==> config.mk <==
export PLATFORM = sky130hd
export DESIGN_NAME = mem_loader_flat
export DESIGN_NICKNAME = d
export VERILOG_FILES = /design/src/rtl/mem_loader_pkg.sv /design/src/rtl/mem_loader_if.sv /design/src/rtl/mem_loader_nibble_packer.sv /design/src/rtl/mem_loader.sv /design/src/flat_wrapper.sv
export SDC_FILE = /design/constraint.sdc
export NUM_CORES = 1
export LEC_CHECK = 0
export BUFFER_PORTS_ARGS = -buffer_cell sky130_fd_sc_hd__buf_2
export CORE_ASPECT_RATIO = 1.75
export CORE_UTILIZATION = 52
export CTS_CLUSTER_DIAMETER = 200
export CTS_CLUSTER_SIZE = 12
export DETAILED_ROUTE_END_ITERATION = 16
export PLACE_DENSITY = 0.84
export SLEW_MARGIN = 10
export SYNTH_ARGS = -nofsm -noshare
export SYNTH_HDL_FRONTEND = slang
export SYNTH_HIERARCHICAL = 1
export SYNTH_SLANG_ARGS = --single-unit
==> constraint.sdc <==
create_clock -name MClock -period 2.7 [get_ports MClock]
set_input_delay 0.135 -clock MClock [delete_from_list [all_inputs] [get_ports MClock]]
set_output_delay 0.135 -clock MClock [all_outputs]
set_load 0.005 [all_outputs]
==> src/rtl/mem_loader_pkg.sv <==
// mem_loader_pkg: shared types and constants for the instruction-memory loader.
//   loader_state_t : loader FSM states
//   NIBS_PER_WORD  : hex nibbles assembled into one memory word
//   NIB_W          : nibble width in bits
//   AW_DEF/DW_DEF  : default address / data widths
package mem_loader_pkg;

   localparam int NIBS_PER_WORD = 4;
   localparam int NIB_W         = 4;
   localparam int AW_DEF        = 5;
   localparam int DW_DEF        = NIBS_PER_WORD * NIB_W;

   typedef enum logic [2:0] {
      S_IDLE,
      S_COLLECT,
      S_WRITE,
      S_VERIFY,
      S_FULL,
      S_ERR
   } loader_state_t;

endpackage

==> src/rtl/mem_loader_if.sv <==
// mem_loader_if: single-port instruction memory bus between loader and memory.
//   mem_addr : word address            (master -> slave)
//   mem_data : write data              (master -> slave)
//   mem_wren : write enable            (master -> slave)
//   mem_q    : read data, RD_LAT later (slave  -> master)
interface mem_loader_if
   import mem_loader_pkg::*;
#(
   parameter int AW = AW_DEF,
   parameter int DW = DW_DEF
);
   logic [AW-1:0] mem_addr;
   logic [DW-1:0] mem_data;
   logic          mem_wren;
   logic [DW-1:0] mem_q;

   modport master (output mem_addr, output mem_data, output mem_wren, input  mem_q);
   modport slave  (input  mem_addr, input  mem_data, input  mem_wren, output mem_q);
endinterface

==> src/rtl/mem_loader_nibble_packer.sv <==
// nibble_packer: strobe edge detect + nibble shift register for the loader.
//   MClock, Resetn : clock, async active-low reset
//   nib_in         : nibble value, sampled on an accepted strobe edge
//   nib_stb        : strobe level (debounced, synchronous)
//   accept_en      : edges are accepted only while high
//   clear          : discard partial word (wins over accept)
//   asm_q          : assembled word, first nibble ends up as MSN
//   nib_cnt_q      : nibbles collected toward current word
//   word_ready     : accepted edge that completes a word (combinational pulse)
module nibble_packer
   import mem_loader_pkg::*;
#(
   parameter int DW = DW_DEF
) (
   input  logic             MClock,
   input  logic             Resetn,
   input  logic [NIB_W-1:0] nib_in,
   input  logic             nib_stb,
   input  logic             accept_en,
   input  logic             clear,
   output logic [DW-1:0]    asm_q,
   output logic [1:0]       nib_cnt_q,
   output logic             word_ready
);

   logic          stb_q;
   logic          accept;
   logic [DW-1:0] asm_d;
   logic [1:0]    nib_cnt_d;

   // stb_q tracks the level every cycle, so a strobe held across a busy
   // period produces no edge once collection resumes.
   assign accept     = accept_en & nib_stb & ~stb_q;
   assign word_ready = accept & (nib_cnt_q == 2'(NIBS_PER_WORD - 1));

   always_comb begin
      asm_d     = asm_q;
      nib_cnt_d = nib_cnt_q;
      if (clear) begin
         asm_d     = '0;
         nib_cnt_d = '0;
      end else if (accept) begin
         asm_d     = {asm_q[DW-NIB_W-1:0], nib_in};
         nib_cnt_d = nib_cnt_q + 2'd1;   // 3 -> 0 wrap on word completion
      end
   end

   always_ff @(posedge MClock or negedge Resetn) begin
      if (!Resetn) begin
         stb_q     <= 1'b0;
         asm_q     <= '0;
         nib_cnt_q <= '0;
      end else begin
         stb_q     <= nib_stb;
         asm_q     <= asm_d;
         nib_cnt_q <= nib_cnt_d;
      end
   end

endmodule

==> src/rtl/mem_loader.sv <==
// mem_loader: keyed-in program loader for the instruction memory.
// Assembles 4 hex nibbles into a word, writes it at the next address, reads it
// back after RD_LAT cycles and counts verified words. Owns the memory port
// only while load_en is high.
//   MClock, Resetn : clock, async active-low reset
//   load_en        : loader enable, low forces IDLE
//   nib_in/nib_stb : nibble value and strobe level
//   mem            : memory bus (master side)
//   word_cnt       : verified words, 0..DEPTH
//   nib_cnt        : nibbles collected toward the current word
//   busy/full/err  : WRITE|VERIFY / FULL / ERR status
module mem_loader
   import mem_loader_pkg::*;
#(
   parameter int AW     = AW_DEF,
   parameter int DW     = DW_DEF,
   parameter int RD_LAT = 1
) (
   input  logic             MClock,
   input  logic             Resetn,
   input  logic             load_en,
   input  logic [NIB_W-1:0] nib_in,
   input  logic             nib_stb,
   mem_loader_if.master     mem,
   output logic [AW:0]      word_cnt,
   output logic [1:0]       nib_cnt,
   output logic             busy,
   output logic             full,
   output logic             err
);

   localparam int DEPTH = 2 ** AW;
   localparam int VCW   = (RD_LAT < 1) ? 1 : $clog2(RD_LAT + 1);

   loader_state_t state_q, state_d;
   logic [AW-1:0] wr_addr_q, wr_addr_d;
   logic [AW:0]   word_cnt_q, word_cnt_d;
   logic [VCW-1:0] vcnt_q, vcnt_d;
   logic          mem_wren_q, mem_wren_d;
   logic          busy_q, busy_d;
   logic          full_q, full_d;
   logic          err_q, err_d;

   logic [DW-1:0] asm_q;
   logic          word_ready;

   nibble_packer #(.DW(DW)) u_packer (
      .MClock     (MClock),
      .Resetn     (Resetn),
      .nib_in     (nib_in),
      .nib_stb    (nib_stb),
      .accept_en  (load_en & (state_q == S_COLLECT)),
      .clear      (~load_en | (state_q == S_IDLE)),
      .asm_q      (asm_q),
      .nib_cnt_q  (nib_cnt),
      .word_ready (word_ready)
   );

   always_comb begin
      state_d    = state_q;
      wr_addr_d  = wr_addr_q;
      word_cnt_d = word_cnt_q;
      vcnt_d     = vcnt_q;
      if (!load_en) begin
         // address and count stay visible in IDLE until the next load
         state_d = S_IDLE;
      end else begin
         case (state_q)
            S_IDLE: begin
               state_d    = S_COLLECT;
               wr_addr_d  = '0;
               word_cnt_d = '0;
            end
            S_COLLECT: if (word_ready) state_d = S_WRITE;
            S_WRITE: begin
               state_d = S_VERIFY;
               vcnt_d  = VCW'(RD_LAT);
            end
            S_VERIFY: begin
               // RD_LAT+1 edges in VERIFY; mem_q is valid on the last one
               if (vcnt_q != '0) begin
                  vcnt_d = vcnt_q - VCW'(1);
               end else if (mem.mem_q == asm_q) begin
                  word_cnt_d = word_cnt_q + (AW+1)'(1);
                  if (wr_addr_q == AW'(DEPTH - 1)) begin
                     state_d = S_FULL;
                  end else begin
                     wr_addr_d = wr_addr_q + AW'(1);
                     state_d   = S_COLLECT;
                  end
               end else begin
                  state_d = S_ERR;
               end
            end
            default: ;   // FULL / ERR are sticky until load_en drops
         endcase
      end
      mem_wren_d = (state_d == S_WRITE);
      busy_d     = (state_d == S_WRITE) || (state_d == S_VERIFY);
      full_d     = (state_d == S_FULL);
      err_d      = (state_d == S_ERR);
   end

   always_ff @(posedge MClock or negedge Resetn) begin
      if (!Resetn) begin
         state_q    <= S_IDLE;
         wr_addr_q  <= '0;
         word_cnt_q <= '0;
         vcnt_q     <= '0;
         mem_wren_q <= 1'b0;
         busy_q     <= 1'b0;
         full_q     <= 1'b0;
         err_q      <= 1'b0;
      end else begin
         state_q    <= state_d;
         wr_addr_q  <= wr_addr_d;
         word_cnt_q <= word_cnt_d;
         vcnt_q     <= vcnt_d;
         mem_wren_q <= mem_wren_d;
         busy_q     <= busy_d;
         full_q     <= full_d;
         err_q      <= err_d;
      end
   end

   assign mem.mem_addr = wr_addr_q;
   assign mem.mem_data = asm_q;
   assign mem.mem_wren = mem_wren_q;
   assign word_cnt     = word_cnt_q;
   assign busy         = busy_q;
   assign full         = full_q;
   assign err          = err_q;

endmodule
==> src/flat_wrapper.sv <==
// flat-port wrapper written by rule: the top's interface ports become plain ports
module mem_loader_flat import mem_loader_pkg::*;
#(
   parameter int AW     = AW_DEF,
   parameter int DW     = DW_DEF,
   parameter int RD_LAT = 1
)
  (MClock, Resetn, load_en, nib_in, nib_stb, word_cnt, nib_cnt, busy, full, err, mem_mem_addr, mem_mem_data, mem_mem_wren, mem_mem_q);
  mem_loader_if #(.AW(AW), .DW(DW)) mem_i ();
  input  logic MClock;
  input  logic Resetn;
  input  logic load_en;
  input  logic [NIB_W-1:0] nib_in;
  input  logic nib_stb;
  output logic [AW:0] word_cnt;
  output logic [1:0] nib_cnt;
  output logic busy;
  output logic full;
  output logic err;
  output wire logic [$bits(mem_i.mem_addr)-1:0] mem_mem_addr;
  output wire logic [$bits(mem_i.mem_data)-1:0] mem_mem_data;
  output wire logic [$bits(mem_i.mem_wren)-1:0] mem_mem_wren;
  input wire logic [$bits(mem_i.mem_q)-1:0] mem_mem_q;
  assign mem_mem_addr = mem_i.mem_addr;
  assign mem_mem_data = mem_i.mem_data;
  assign mem_mem_wren = mem_i.mem_wren;
  assign mem_i.mem_q = mem_mem_q;
  mem_loader #(.AW(AW), .DW(DW), .RD_LAT(RD_LAT)) u_core (.MClock(MClock), .Resetn(Resetn), .load_en(load_en), .nib_in(nib_in), .nib_stb(nib_stb), .mem(mem_i), .word_cnt(word_cnt), .nib_cnt(nib_cnt), .busy(busy), .full(full), .err(err));
endmodule
==> summary.md, run 1 <==
| Metric | Value |
|---|---|
| Status | finished, final reports clean |
| HP Class | in -> reg |
| IO buf count | 56 |
| P_leak | 1.25 nW |
| Yosys reg bits | 38 |
| H-tree depth | 2 |
| Row count | 29 |
| Largest net degree at the start of global routing | 39 |
| Initial antenna violation count | 0 |
| Starting Density | 55.1% |
| CP Data Required Time | 2.91 ns |
| Top cells by count, synth | dfrtp_1, nand2b_1, mux2i_1 |
| Clock skew | 0.00401 ns |
| DRT Wirelength | 4240 um |
| CTS max path bufs | 2 |
| Slew Limit Fails | 0 |
| Top FF cell, synth | dfrtp_1 |
| Slew @ Worst Pin | 0.845 ns |
| CTS root buffer | clkbuf_8 |
| Vias in the first global route | 1644 |
| First-pass GRT wire length | 7020 um |
| MaxCap Viol Count | 0 |
| Netlist cell types | 36 |
| Highest metal used | met4 |
| Peak VDD IR | 464 uV |
| Net Sw Frac | 23.0% |
| Drt pass-1 iters | 4 |
| Total GRT Usage | 22.0% |
| Final setup vio count | 0 |
| Area contributors post-synth | dfrtp_1, mux2i_1, nand2b_1, xor2_1, ha_1 |
| PostCTS Resize Cnt | 0 |
| Hpwl dp | 3110 um |
| Die W | 49.3 um |
| Crit-path max cell delay | 0.61 ns |
| CTS tree | done |
| Psw | 0.000243 W |
| Gr ovfl total | 0 |
| DRT met1 WL | 1590 um |
| Cell Int Power | 0.000812 W |
| Clk Latency, worst-skew pair | 0.29 ns |
| Most numerous cell in the Yosys netlist | dfrtp_1 |
| Slew HR | 43.7% |
| Post-synth net total | 219 |
| Worst hold margin | 0.0918 ns |
| Core Footprint | 3700 um2 |
| Syn_area_per_cell | 10.7 um2 |
| Clock share of power | 38.3% |
| Combinational share of power | 7.3% |
| CTS Hold Buffers Added | 2 |
| CP max-delay cell | or4_1 |
| Leading area contributor after synthesis | dfrtp_1 |
| CTS buffer count | 5 |
| Asr flop ratio synth | 100% |
| Layout Area Growth over Synthesis | 19.5% |
| DR iter-0 viols | 39 |
| Antenna fix cells | 0 |
| Final Cycle Share | 86.5% |
| Sequential Power Share | 54.4% |
| Final hold vios | 0 |
| Fin Setup TNS | 0 ns |
| Post-synth EDFFs | 0 |
| Minimum clock period | 2.33 ns |
| GPL Wtd Cong | 0.854 |
| Setup crit start kind | register |
| Routed length per instance | 14.3 um |
| Unrepaired setup endpoints after global routing | no |
| Cells after Synth | 191 |
| Post-synthesis cell area | 2040 um2 |
| Die height | 84.8 um |
| Util after Layout | 65.8% |
| Max FO, Critical Path | 14 |
| YS warnings | 6 |
| Met2 wire len | 2350 um |
| Nets@finish | 277 |
| Via count | 1596 |
| Met3 WL | 204 um |
| # fillers | 337 |
| Vias/cell | 5.39 |
| Worst-path clk slew | 0.07 ns |
| Register area share after synthesis | 46.7% |
| ANT nets after route | 0 |
| Proportion of layout cells with a drive suffix above 1 | 29.6% |
| Critical path, cell by cell | xor2_1 -> nor4_1 -> nand4_1 -> or4_1 -> a21oi_1 |
| Pwr dens | 433 nW/um2 |
| Crit Path Class | reg -> reg |
| Num ports | 57 |
| Crit path DAT | 2.55 ns |
| Share of the synthesized area in the top cell type | 46.7% |
| Final Power | 0.00105 W |
| CTS Sinks | 38 |
| DIE AREA | 4180 um2 |
| Crit. End Element | register |
| Drt drc | 0 |
| Peak Freq | 428 MHz |
| Postcts setup bufs | 0 |
flip-flops by register name (all words and copies together), names as in the netlist:
name and cells:
u_core/full 1, u_core/word_cnt 6, u_core/u_packer/nib_cnt_q 2, u_core/err 1, u_core/busy 1, u_core/vcnt_q 1
u_core/u_packer/asm_q 16, u_core/mem.mem_wren 1, u_core/u_packer/stb_q 1, u_core/state_q 3, u_core/mem.mem_addr 5
power by group through the flow:
stage / Clock, W / Sequential, W / Combinational (W)
3_5_place_dp: 0 / 0.000585 / 0.0000761
4_1_cts: 0.000414 / 0.000574 / 0.0000786
6_report: 0.000404 / 0.000574 / 0.0000770
3_3_place_gp: 0 / 0.000585 / 0.0000744
5_1_grt: 0.000434 / 0.000574 / 0.0000861
2_1_floorplan: 0 / 0.000585 / 0.0000373
critical path, delay by kind of cell, from the launching register on:
family	cells	cell delay (ns)
compound gates	1	0.16
simple gates	3	1.53
xor+xnor	1	0.17
flops	1	0.40
routing by layer:
metal  vias up  track usage, %
met3        11            4.48
met5         -               0
met1       751            22.7
met2        51            40.7
met4         0            11.0
li1        783               -
layout by cell type, fill, tap and decap left out, types with 3 or more instances in the layout:
cell,count
nand3_1,3
or3_1,3
mux2i_1,22
xor2_1,16
clkbuf_8,6
a21oi_1,9
nor2_1,7
o21ai_0,5
nand2b_1,23
nand2_1,9
ha_1,4
nand3b_1,3
nand4_1,3
nor3_1,5
o31ai_1,4
inv_1,5
dfrtp_1,38
buf_2,56
or4_1,4
nor4_1,4
final cells by class:
type                            instances  area [um2]  area share (%)
Clock inverter                          1        5.00           0.205
Tap cell                               46        57.6            2.36
Timing Repair Buffer                   60         315            12.9
Sequential cell                        38         951            39.0
Multi-Input combinational cell        139        1000            41.1
Clock buffer                            7        86.3            3.54
Inverter                                5        18.8           0.770
worst paths after layout:
check,slack (ns),cells past startpoint,from,end
worst max-delay path,0.37,5,u_core/u_packer/asm_q[15],u_core/mem.mem_addr[3]
worst min-delay path,0.09,3,nib_in[1],u_core/u_packer/asm_q[1]
worst max register to register,0.37,5,u_core/u_packer/asm_q[15],u_core/mem.mem_addr[3]
worst min register to register,0.55,1,u_core/mem.mem_addr[0],u_core/mem.mem_addr[0]
max in group asynchronous,1.68,2,Resetn,u_core/word_cnt[0]
min in group asynchronous,0.48,2,Resetn,u_core/mem.mem_wren
per-stage QoR:
step	worst slack [ns]	area, um2	cells
4_1_cts	0.351	2440	296
6_report	0.366	2440	296
5_1_grt	0.0966	2440	296
2_1_floorplan	0.652	2040	191
3_3_place_gp	0.462	2320	286
3_5_place_dp	0.385	2320	286
cell families after synthesis:
group / Yosys count / synth area share, %
muxes: 23 / 11.4
and+or+nand+nor: 75 / 22.2
AOI/OAI and AO/OA: 21 / 6.02
buffers and inverters: 14 / 4.42
xor gates and xnor gates: 16 / 6.88
DFF: 38 / 46.7
adders and majority gates: 4 / 2.46
Power figures use the tool's default switching activity.
==> run 2, diff against run 1 <==
--- a/config.mk
+++ b/config.mk
@@ -5,13 +5,13 @@
 export SDC_FILE = /design/constraint.sdc
 export NUM_CORES = 1
 export LEC_CHECK = 0
-export BUFFER_PORTS_ARGS = -buffer_cell sky130_fd_sc_hd__buf_2
 export CORE_ASPECT_RATIO = 1.75
-export CORE_UTILIZATION = 52
+export CORE_UTILIZATION = 53
 export CTS_CLUSTER_DIAMETER = 200
 export CTS_CLUSTER_SIZE = 12
 export DETAILED_ROUTE_END_ITERATION = 16
-export PLACE_DENSITY = 0.84
+export DONT_BUFFER_PORTS = 1
+export PLACE_DENSITY = 0.72
 export SLEW_MARGIN = 10
 export SYNTH_ARGS = -nofsm -noshare
 export SYNTH_HDL_FRONTEND = slang
==> run 2 against run 1 <==
Against the previous run:
- register-to-register slack lost 0.08 ns
- global-route usage grew 1.1 points
- first-iteration DRC count shrank 15%
- final cell count shrank 17%
- critical path depth is the same
- combinational power shrank 16%
- critical endpoint is now u_core/word_cnt[2]
==> summary.md, run 2 (synthesis results as in run 1) <==
| Metric | Value |
|---|---|
| Layout Area Growth over Synthesis | 10.1% |
| CTS root buffer | clkbuf_8 |
| CTS tree | done |
| Slew HR | 50.0% (+6.3 points) |
| Drt drc | 0 (unchanged) |
| Proportion of layout cells with a drive suffix above 1 | 11.1% (-19 points) |
| Row count | 29 (unchanged) |
| MaxCap Viol Count | 0 (unchanged) |
| Worst reg2reg endpoint | u_core/word_cnt[2] |
| Worst Reg-to-Reg Cells | 5 (unchanged) |
| Reg-to-reg startpoint | u_core/u_packer/asm_q[12] |
| Via count | 1447 (-9.3%) |
| Fin Setup TNS | 0 ns (unchanged) |
| Worst hold margin | 0.0130 ns (-0.0788 ns) |
| Core Footprint | 3660 um2 (-0.98%) |
| Crit. End Element | register |
| Postcts setup bufs | 0 (unchanged) |
| Max reg flops | 16 (unchanged) |
| Nets@finish | 226 (-18%) |
| Crit Path Class | reg -> reg |
| R2r setup slk | 0.28 ns (-0.08 ns) |
| Slew @ Worst Pin | 0.744 ns (-0.101 ns) |
| Gr ovfl total | 0 (unchanged) |
| Most common cell after layout, fill and taps aside | dfrtp_1 |
| HP Start | nib_in[2] |
| Met2 usage | 42.2% (+1.4 points) |
| Final hold vios | 0 (unchanged) |
| Slew Limit Fails | 0 (unchanged) |
| Status | finished, final reports clean |
| Crit path DAT | 2.63 ns (+0.08 ns) |
| Minimum clock period | 2.42 ns (+0.0822 ns) |
| P_leak | 1.01 nW (-19%) |
| H-tree depth | 2 (unchanged) |
| GR peak layer | met2 |
| CTS max path bufs | 2 (unchanged) |
| DIE AREA | 4110 um2 (-1.8%) |
| Total GRT Usage | 23.2% (+1.1 points) |
| Drt pass-1 iters | 4 (unchanged) |
| DR iter-0 viols | 33 (-15%) |
| Peak VDD IR | 351 uV (-24%) |
| Worst slack at placement | 0.248 ns (-0.137 ns) |
| ANT nets after route | 0 (unchanged) |
| CP Data Required Time | 2.91 ns (about the same) |
| IO buf count | 0 (-100%) |
| GPL Wtd Cong | 0.770 (-9.8%) |
| Final setup vio count | 0 (unchanged) |
| Reg with most FFs | u_core/u_packer/asm_q |
| CTS buffer count | 5 (unchanged) |
| DRT Wirelength | 4270 um (+0.80%) |
| Setup crit start kind | register |
| Largest net degree at the start of global routing | 39 (unchanged) |
| HP Class | in -> reg |
| Die height | 84.0 um (-0.93%) |
| Pwr dens | 490 nW/um2 (+13%) |
| Hold EP | u_core/u_packer/asm_q[2] |
| CTS Sinks | 38 (unchanged) |
| # fillers | 308 (-8.6%) |
| Num ports | 57 (unchanged) |
| Worst-path clk slew | 0.07 ns (about the same) |
| Clk Latency, worst-skew pair | 0.29 ns (about the same) |
| M1 GR Usage | 23.9% (+1.1 points) |
| First-pass GRT wire length | 7170 um (+2.1%) |
| Die W | 48.9 um (-0.91%) |
| Antenna fix cells | 0 (unchanged) |
| Hpwl dp | 3110 um (about the same) |
| Final Cycle Share | 89.5% (+3.0 points) |
| Setup ws final | 0.283 ns (-0.0822 ns) |
| Vias in the first global route | 1517 (-7.7%) |
| Met3 Resource Use GR | 6.56% (+2.1 points) |
| Peak Freq | 414 MHz (-3.4%) |
| Final Power | 0.00110 W (+4.3%) |
| Clock skew | 0.00775 ns (+0.00374 ns) |
| Unrepaired setup endpoints after global routing | no |
| Initial antenna violation count | 0 (unchanged) |
| Max FO, Critical Path | 14 (unchanged) |
| Vias/cell | 5.91 (+9.5%) |
| Cell count of the worst hold path | 2 (-1) |
| Commonest non-fill, non-tap cells in the layout | dfrtp_1, nand2b_1, mux2i_1 |
| Routed length per instance | 17.4 um (+22%) |
| Starting Density | 55.6% (+0.55 points) |
run 2: metrics by stage:
stage          util [%]  cells  instance area (um2)
4_1_cts            60.9    245                 2230
6_report           61.2    245                 2240
3_5_place_dp       55.8    230                 2040
5_1_grt            61.2    245                 2240
2_1_floorplan         -    191                 2040
3_3_place_gp       55.8    230                 2040
run 2: how the worst max path moves through the flow:
stage | from | end | slack [ns] | cells past startpoint
finish | u_core/u_packer/asm_q[12] | u_core/word_cnt[2] | 0.28 | 5
global placement | u_core/u_packer/asm_q[9] | u_core/word_cnt[2] | 0.40 | 5
detailed placement | u_core/u_packer/asm_q[9] | u_core/word_cnt[2] | 0.25 | 5
floorplan | u_core/state_q[2] | u_core/full | 0.65 | 12
global route | u_core/u_packer/asm_q[3] | u_core/word_cnt[2] | 0.05 | 5
CTS | u_core/u_packer/asm_q[9] | u_core/word_cnt[2] | 0.23 | 5
run 2: critical path, stage by stage, from the launching register on:
cell     delay (ns)
dfrtp_1        0.42
xor2_1         0.17
nor4_1         0.43
nand4_1        0.51
or4_1          0.63
a21oi_1        0.17
run 2: power breakdown:
group	internal [W]	total (W)	switching, W
sequential	0.000572	0.000575	0.00000289
combinational	0.0000292	0.0000647	0.0000355
clock	0.000272	0.000460	0.000189
run 2: timing repair:
| action | 4_1_cts | 5_1_grt |
|---|---|---|
| hold buffers | 7 | 0 |
| endpoints found under the setup margin | 0 | 1 |
| endpoints found under the hold margin | 45 | 0 |
| gates resized for setup | 0 | 2 |
run 2: cell type report:
class	instances	area (um2)	share of cell area, %
Timing Repair Buffer	9	95.1	4.24
Clock inverter	3	40.0	1.78
Sequential cell	38	951	42.4
Inverter	5	18.8	0.836
Tap cell	46	57.6	2.56
Clock buffer	5	68.8	3.07
Multi-Input combinational cell	139	1010	45.2
run 2: layer usage:
metal  part of all wire, %  vias to the layer above
met1                    35                      706
li1                      -                      681
met2                    57                       51
met3                   6.1                        9
met5                     0                        -
met4                   1.8                        0
